### src/rtl/color_transform.sv
// ---------------------------------------------------------------------------
// color_transform
//
// Streaming RGB-to-greyscale converter, the first stage of the image
// pipeline. It takes one 24-bit RGB pixel per cycle over a valid/busy
// handshake and emits one greyscale pixel {Y,Y,Y} per accepted input, in
// order.
//
//   Y = (77*R + 150*G + 29*B + RND) >> 8
//
// The weights sum to 256, so Y never exceeds 255 and no saturation is needed.
//
// The datapath is a two-stage elastic pipeline:
//   S1 holds the three weighted products and a valid bit.
//   S2 holds the summed, shifted luminance and drives the output directly.
//
// Configuration macro:
//   COLORTRANSFORM_ROUND_EN  defined   -> RND = 128 (round to nearest)
//                            undefined -> RND = 0   (truncate)
//
// Ports:
//   i_clk        in   1   sole clock, rising edge
//   i_rst        in   1   synchronous active-high reset
//   i_rgb_busy   out  1   1 = input pixel not accepted this cycle
//   i_rgb_vld    in   1   input pixel valid
//   i_rgb_data   in  24   input pixel, R=[7:0] G=[15:8] B=[23:16]
//   o_grey_busy  in   1   1 = downstream does not take the output this cycle
//   o_grey_vld   out  1   output pixel valid
//   o_grey_data  out 24   grey pixel {Y,Y,Y}
// ---------------------------------------------------------------------------
module color_transform (
  input  logic        i_clk,
  input  logic        i_rst,
  output logic        i_rgb_busy,
  input  logic        i_rgb_vld,
  input  logic [23:0] i_rgb_data,
  input  logic        o_grey_busy,
  output logic        o_grey_vld,
  output logic [23:0] o_grey_data
);

`ifdef COLORTRANSFORM_ROUND_EN
  localparam logic [16:0] RND = 17'd128;
`else
  localparam logic [16:0] RND = 17'd0;
`endif

  logic        s1_vld;
  logic [15:0] r_prod;
  logic [15:0] g_prod;
  logic [15:0] b_prod;
  logic        s2_vld;
  logic [7:0]  y_reg;

  logic        s2_ready;
  logic        s1_ready;
  logic [16:0] sum;
  logic [7:0]  y_next;

  // S2 can accept new contents when it is empty or its pixel leaves this
  // edge; S1 can accept when it is empty or it moves into S2. Chaining the
  // two lets take, advance and load all happen on the same edge.
  assign s2_ready = !s2_vld || !o_grey_busy;
  assign s1_ready = !s1_vld || s2_ready;

  // 17-bit sum of the registered products; the shift by 8 is a plain
  // truncation of the low byte.
  assign sum    = {1'b0, r_prod} + {1'b0, g_prod} + {1'b0, b_prod} + RND;
  assign y_next = 8'(sum >> 8);

  // Input is refused only when both stages are full and the output is
  // stalled, and always while reset is held.
  assign i_rgb_busy = i_rst | (s1_vld & s2_vld & o_grey_busy);

  assign o_grey_vld  = s2_vld;
  assign o_grey_data = {y_reg, y_reg, y_reg};

  always_ff @(posedge i_clk) begin
    if (i_rst) begin
      s1_vld <= 1'b0;
      r_prod <= 16'd0;
      g_prod <= 16'd0;
      b_prod <= 16'd0;
      s2_vld <= 1'b0;
      y_reg  <= 8'd0;
    end else begin
      // S2 data only changes when a real pixel arrives from S1, so the
      // output stays stable while it is held under backpressure.
      if (s2_ready) begin
        s2_vld <= s1_vld;
        if (s1_vld) begin
          y_reg <= y_next;
        end
      end
      if (s1_ready) begin
        s1_vld <= i_rgb_vld;
        if (i_rgb_vld) begin
          r_prod <= {8'd0, i_rgb_data[7:0]}   * 16'd77;
          g_prod <= {8'd0, i_rgb_data[15:8]}  * 16'd150;
          b_prod <= {8'd0, i_rgb_data[23:16]} * 16'd29;
        end
      end
    end
  end

endmodule

### config.mk
export PLATFORM = sky130hd
export DESIGN_NAME = color_transform
export DESIGN_NICKNAME = d
export VERILOG_FILES = /design/src/rtl/color_transform.sv
export SDC_FILE = /design/constraint.sdc
export NUM_CORES = 1
export LEC_CHECK = 0
export BUFFER_PORTS_ARGS = -buffer_cell sky130_fd_sc_hd__buf_2
export CAP_MARGIN = 25
export CELL_PAD_IN_SITES_DETAIL_PLACEMENT = 1
export CELL_PAD_IN_SITES_GLOBAL_PLACEMENT = 1
export CORE_ASPECT_RATIO = 0.75
export CORE_MARGIN = 2
export CORE_UTILIZATION = 45
export CTS_BUF_LIST = sky130_fd_sc_hd__clkbuf_2
export DETAILED_ROUTE_END_ITERATION = 8
export PLACE_DENSITY_LB_ADDON = 0.1
export SETUP_SLACK_MARGIN = 0.02
export SLEW_MARGIN = 25
export SYNTH_ARGS = -nofsm -noshare
export SYNTH_HDL_FRONTEND = slang
export SYNTH_SLANG_ARGS = --single-unit
### constraint.sdc
create_clock -name i_clk -period 3.5 [get_ports i_clk]
set_input_delay 0.175 -clock i_clk [delete_from_list [all_inputs] [get_ports i_clk]]
set_output_delay 0.175 -clock i_clk [all_outputs]
set_load 0.1 [all_outputs]
==> metrics.csv, run 1 <==
stage,metric,value,unit
layout,largestRegisters,"g_prod x15, r_prod x15, b_prod x13",
placement,pre_cts_ws,0.0257,ns
drt,wl_met1,6850,um
clocking,clk_pin_slew,0.30,ns
synthesis,synth_fp_nets,815,
worst_setup_path,crit_type,primary input to flop,
synthesis,synth.area.top_cells,"ha_1 (25%), dfxtp_1 (19%), fa_1 (14%), inv_1 (5.5%), a21oi_1 (5.0%)",
sta,fmax,312,MHz
drt,dr_wl_met2,6330,um
power,vdd_ir_drop_max,0.265,mV
synthesis,synthTopCellsByCount,"ha_1 (113), inv_1 (81), nand2_1 (58)",
min_path,min_path_cells,4,
synthesis,ys_warn_count,0,
power,power_density,541,mW/mm2
clocking,clkSinkCount,53,
sta,clock_skew,0.0203,ns
clocking,htree_num_levels,2,
drt,drtAntennaViolNets,0,
drt,drtIter0Drc,181,
power,p_sw_share,52.8,%
drt,wl_met3,257,um
sta,fin_crit_sh,91.6,%
min_path,hp-class,primary input to flop,
clocking,cts_buffer_depth,2,
synthesis,netlist_area,0.00557,mm2
global_route,antenna_found_initial,0,
synthesis,synth_edf_count,0,
synthesis,ys_seq_area_share,19.0,%
sta,setup_violations,0,
floorplan,core-area,0.0122,mm2
floorplan,die_w,133,um
sta,drv_slew,0,
synthesis,syn_avg_cell_area,8.76,um2
worst_setup_path,crit_arrival,3.62,ns
worst_setup_path,cp_slowest_stage_delay,0.53,ns
worst_setup_path,r2r_cells,8,
sta,finalCriticalPeriod,3.21,ns
drt,vias,4576,
synthesis,syn_inst,636,
worst_setup_path,path_max_fanout,4,
power,p_switching,0.00173,W
floorplan,die_y,100,um
clocking,cts_buffers,5,
layout,nets,856,
synthesis,post-synth-top-area-cell,ha_1,
sta,setup_ws,0.294,ns
placement,port_buffers,53,
placement,gp_congestion,0.827,
power,p_leak,3.09,nW
worst_setup_path,rrSetupSlack,0.71,ns
clocking,cts_root_buf,clkbuf_2,
sta,fin_setup_tns,0,ns
layout,register_area,0.00106,mm2
global_route,grt_max_degree,49,
synthesis,ys_types,51,
layout,n_fill_cell,1491,
sta,worst_slew_margin_rel,48.8,%
global_route,grt_first_pass_wirelength,23000,um
worst_setup_path,path_cells,dlygate4sd3_1 -> buf_2 -> ha_1 -> inv_1 -> fa_1 -> fa_1 -> inv_1 -> ha_1 -> o21a_1 -> o31a_1 -> o211ai_1 -> a21boi_0 -> o311ai_0,
floorplan,start_util,45.8,%
layout,diodes,0,
drt,firstDrtPassIters,4,
synthesis,async_flop_share,0,%
clocking,cts_tree,yes,
synthesis,synth.most_common_cell,ha_1,
drt,viasPerCell,5.42,
drt,drc,0,
sta,rsz0062_at_grt,no,
layout,drive_gt1_share,11.2,%
placement,dp_hpwl,11200,um
power,clkPwrFrac,8.6,%
worst_setup_path,required,3.92,ns
layout,area_delta_synth_final,8.35,%
run,maxCapViolCount,0,
sta,timing.final.hold_violations,0,
power,combPwrFrac,66.5,%
worst_setup_path,end_kind,flop,
global_route,grt_pass1_vias,4853,
global_route,grt_overflow,0,
floorplan,dieArea,0.0133,mm2
synthesis,ys_ff_latch,53,
power,power_frac_seq,25.0,%
worst_setup_path,cp_slowest_cell,dlygate4sd3_1,
drt,wl_per_cell,16.0,um
layout,multi_input_area,0.00403,mm2
power,p_int,0.00154,W
worst_setup_path,worstSetupStartpointType,primary input,
min_path,hp-start,i_rgb_data[18],
sta,tightest_slew,0.767,ns
min_path,hold_end,b_prod[2],
global_route,grt_usage,21.5,%
floorplan,rows,35,
clocking,clk-insertion-delay-late,0.49,ns
run_status,outcome,"complete, no violations",
drt,wirelength,13500,um
synthesis,dominantRegCellSynth,dfxtp_1,
worst_setup_path,r2r-start,r_prod[6],
synthesis,synth_top_area_share,25.4,%
worst_setup_path,rr_endpoint,y_reg[3],
drt,highest_layer,met4,
floorplan,io_pins,54,
cells by family (layout without fill, tap and decap cells):
logic type	count (synthesis)	count (layout)	share of synthesized area [%]
fa+ha+maj	151	151	39.0
simple gates	157	157	13.4
buf+inv	113	155	8.75
flops	53	53	19.0
mux	3	3	0.539
xor+xnor	17	17	2.67
compound gates	142	142	16.6
worst max-delay path by stage:
stage / startpoint / to / slack, ns
after global routing: i_rgb_data[17] / b_prod[12] / 0.07
after floorplan: i_rgb_data[12] / g_prod[15] / 0.37
after CTS: i_rgb_data[17] / b_prod[12] / 0.23
after detailed placement: i_rgb_data[12] / g_prod[11] / 0.03
final: i_rgb_data[1] / r_prod[11] / 0.29
after global placement: i_rgb_data[12] / g_prod[13] / 0.13
what timing repair did:
item | 4_1_cts | 5_1_grt
hold buffers | 8 | 0
setup buffers | 0 | 0
hold endpoints to repair | 7 | 0
setup endpoints to repair | 0 | 1
resized for setup | 0 | 1
cell type report:
type                       instances  area share [%]
multi-input combinational        470            66.8
timing repair buffer              66            6.34
clock buffer                       5           0.414
sequential                        53            17.6
inverter                          81            5.03
clock inverter                     3           0.435
tap                              166            3.44
worst max-delay path: cells and delay by family:
family / cells / cell delay (ns)
buffers and inverters: 4 / 0.80
AOI/OAI and AO/OA: 5 / 0.98
adders and majority gates: 4 / 1.66
stage by stage:
stage / utilization, % / hold slack, ns / instance area, um2 / power, W / std cells
3_3_place_gp: 48.5 / 0.436 / 5900 / 0.00293 / 828
3_5_place_dp: 48.5 / 0.436 / 5900 / 0.00299 / 828
2_1_floorplan: - / 0.304 / 5570 / 0.00256 / 636
6_report: 49.6 / 0.0966 / 6040 / 0.00327 / 844
4_1_cts: 49.5 / 0.0709 / 6030 / 0.00330 / 844
5_1_grt: 49.6 / 0.0690 / 6040 / 0.00359 / 844
cells in the final DEF, fill, tap and decap left out, types with 3 or more instances in the layout:
cell type | netlist | layout
nor3_1 | 19 | 19
dfxtp_1 | 53 | 53
a21o_1 | 8 | 8
inv_1 | 81 | 81
nor2b_1 | 6 | 6
o21a_1 | 10 | 10
o21bai_1 | 4 | 4
or3_1 | 3 | 3
a22o_1 | 4 | 4
a21oi_1 | 56 | 56
mux2i_1 | 3 | 3
nand3_1 | 18 | 18
nor4_1 | 5 | 5
buf_2 | 3 | 53
o21ai_0 | 23 | 23
clkbuf_2 | 0 | 5
nand2_1 | 58 | 57
buf_4 | 16 | 5
xor2_1 | 4 | 4
ha_1 | 113 | 113
nand4_1 | 5 | 5
and3_1 | 7 | 7
a211oi_1 | 8 | 7
dlygate4sd3_1 | 0 | 8
o211ai_1 | 6 | 6
xnor2_1 | 13 | 13
fa_1 | 38 | 38
nor2_1 | 25 | 25
a211o_1 | 4 | 4
power groups by stage:
stage	sequential [W]	combinational (W)	clock [W]
5_1_grt	0.000835	0.00243	0.000320
2_1_floorplan	0.000941	0.00161	0
3_5_place_dp	0.000829	0.00216	0
3_3_place_gp	0.000825	0.00210	0
6_report	0.000816	0.00217	0.000280
4_1_cts	0.000817	0.00219	0.000291
per-layer routing:
| metal | vias to the layer above | global-route usage (%) |
|---|---|---|
| li1 | 2280 | - |
| met1 | 2252 | 28.7 |
| met2 | 37 | 37.7 |
| met3 | 7 | 3.03 |
| met4 | 0 | 3.47 |
| met5 | - | 0 |
No activity file was read; power rests on OpenSTA's default activity.
==> inputs of run 2 (changes only) <==
ABC_AREA = 1   (was unset)
==> metrics.csv, run 2 <==
stage,metric,value,unit
synthesis,netlist_area,0.00624,mm2
layout,largestRegisters,"g_prod x15, r_prod x15, b_prod x13",
synthesis,synth.most_common_cell,inv_1,
drt,highest_layer,met4,
clocking,postCtsHoldBufs,2,
drt,wl_met1,8630,um
run_status,outcome,"complete, no violations",
global_route,grt_first_pass_wirelength,28600,um
synthesis,synth_fp_nets,1059,
worst_setup_path,required,3.95,ns
sta,drv_slew,0,
power,vdd_ir_drop_max,0.247,mV
clocking,cts_root_buf,clkbuf_2,
synthesis,ys_types,29,
clocking,htree_num_levels,2,
drt,vias,5579,
floorplan,die_w,140,um
run,maxCapViolCount,0,
placement,dp_hpwl,14500,um
global_route,grt_overflow,0,
layout,layout_common_cells,"inv_1 (183), nand2_1 (157), ha_1 (113), nor2_1 (103), nand3_1 (55)",
power,p_int,0.00147,W
clocking,ctsResizeCount,0,
worst_setup_path,crit_type,primary input to flop,
layout,drive_gt1_share,8.84,%
floorplan,rows,37,
clocking,cts_buffer_depth,2,
drt,drtAntennaViolNets,0,
drt,wl_met3,429,um
synthesis,ys_seq_area_share,17.0,%
placement,port_buffers,53,
layout,nets,1094,
drt,dr_wl_met2,7550,um
synthesis,ys_warn_count,0,
placement,gp_congestion,0.912,
drt,drc,0,
power,power_density,495,mW/mm2
sta,finalCriticalPeriod,2.93,ns
power,clkPwrFrac,8.5,%
min_path,hp-class,primary input to flop,
global_route,grt_pass1_vias,5827,
clocking,clk_pin_slew,0.33,ns
floorplan,dieArea,0.0148,mm2
synthesis,dominantRegCellSynth,dfxtp_1,
drt,wirelength,16800,um
layout,diodes,0,
clocking,cts_buffers,5,
worst_setup_path,end_kind,flop,
synthesis,async_flop_share,0,%
clocking,clk-insertion-delay-late,0.48,ns
drt,firstDrtPassIters,4,
sta,clock_skew,0.0452,ns
floorplan,io_pins,54,
synthesis,synthTopCellsByCount,"inv_1 (183), nand2_1 (157), ha_1 (113)",
sta,tightest_slew,0.582,ns
sta,fmax,342,MHz
power,p_switching,0.00181,W
synthesis,synth.area.top_cells,"ha_1 (23%), dfxtp_1 (17%), fa_1 (12%), inv_1 (11%), nand2_1 (9.4%)",
global_route,grt_usage,23.9,%
clocking,clkSinkCount,53,
power,p_leak,3.90,nW
power,p_sw_share,55.2,%
worst_setup_path,worstSetupStartpointType,primary input,
synthesis,synth_edf_count,0,
layout,area_delta_synth_final,6.03,%
worst_setup_path,path_max_fanout,4,
synthesis,synth_top_area_share,22.7,%
sta,fin_setup_tns,0,ns
layout,layout_commonest_cell,inv_1,
clocking,post_cts_buffers,0,
synthesis,syn_avg_cell_area,7.09,um2
drt,viasPerCell,5.11,
power,power_frac_seq,23.9,%
drt,drtIter0Drc,199,
worst_setup_path,crit_arrival,3.38,ns
floorplan,start_util,45.9,%
global_route,grt_max_degree,41,
clocking,cts_tree,yes,
layout,n_fill_cell,1826,
sta,worst_slew_margin_rel,61.2,%
floorplan,core-area,0.0136,mm2
global_route,antenna_found_initial,0,
sta,setup_violations,0,
sta,timing.final.hold_violations,0,
power,combPwrFrac,67.6,%
synthesis,ys_ff_latch,53,
synthesis,syn_inst,880,
floorplan,die_y,106,um
synthesis,post-synth-top-area-cell,ha_1,
layout,fin_util,48.6,%
sta,rsz0062_at_grt,no,
sta,fin_crit_sh,83.6,%
drt,wl_per_cell,15.4,um
## run 2: cell count changes after synthesis, sizes merged, moves of 7 or more
cell | before | now
o21ai | 23 | 49
a21o | 8 | 0
nand4 | 5 | 13
nor3 | 19 | 5
and3 | 7 | 0
a211oi | 10 | 0
xnor2 | 13 | 3
nand3 | 18 | 55
a21oi | 56 | 45
nand2 | 58 | 161
o21a | 10 | 0
nor2 | 25 | 106
inv | 81 | 186
clkbuf | 10 | 2
## run 2: worst paths after layout
check	startpoint	slack [ns]	cells after the start	end
min reg2reg	b_prod[3]	0.50	2	b_prod[3]
max reg2reg	r_prod[12]	1.22	11	y_reg[5]
max	i_rgb_data[0]	0.57	16	r_prod[12]
min	i_rgb_data[1]	0.04	3	r_prod[1]
## run 2: worst max-delay path: stages
cell and delay, ns:
dlygate4sd3_1 0.53, buf_2 0.15, ha_1 0.20, inv_1 0.07
fa_1 0.45, fa_1 0.52, inv_1 0.04, ha_1 0.35
a21oi_1 0.32, o21ai_0 0.15, nand2_1 0.10, nand3_1 0.07
nand2_1 0.08, nand3_1 0.06, nand2_1 0.07, inv_1 0.04
## run 2: cell families after synthesis
kind of cell / after synthesis / synth area share (%)
buffers and inverters: 217 / 14.5
AND/OR/NAND/NOR: 344 / 23.1
AO/OA/AOI/OAI: 102 / 8.80
XOR/XNOR: 13 / 1.82
flip-flops: 53 / 17.0
adder cells (fa/ha/maj): 151 / 34.8
## run 2: cell type report
type,instances,area (um2),area share (%)
multi-input combinational,610,4280,64.6
sequential,53,1060,16.0
inverter,187,702,10.6
timing repair buffer,58,308,4.65
tap,175,219,3.31
clock inverter,3,26.3,0.397
clock buffer,5,25.0,0.378
## run 2: metal layers
layer  track usage (%)  up-vias
met5                 0        -
met4              4.29        0
met3              2.93       12
met2              39.9       70
met1              33.6     2679
li1                  -     2818
## run 2: stage by stage
step | setup WS [ns] | total power [W] | hold slack [ns] | instances | cell area, um2
floorplan | 0.577 | 0.00248 | 0.339 | 880 | 6240
detailed placement | 0.173 | 0.00300 | 0.479 | 1081 | 6550
finish | 0.574 | 0.00327 | 0.0381 | 1091 | 6620
CTS | 0.620 | 0.00330 | 0.0172 | 1091 | 6620
global placement | 0.282 | 0.00291 | 0.472 | 1081 | 6550
global route | 0.396 | 0.00363 | 0.0267 | 1091 | 6620
## run 2: power groups by stage
stage	clock, W	sequential, W	combinational, W
finish	0.000279	0.000781	0.00221
global route	0.000314	0.000793	0.00252
CTS	0.000291	0.000781	0.00222
detailed placement	0	0.000793	0.00220
global placement	0	0.000788	0.00213
floorplan	0	0.000840	0.00164
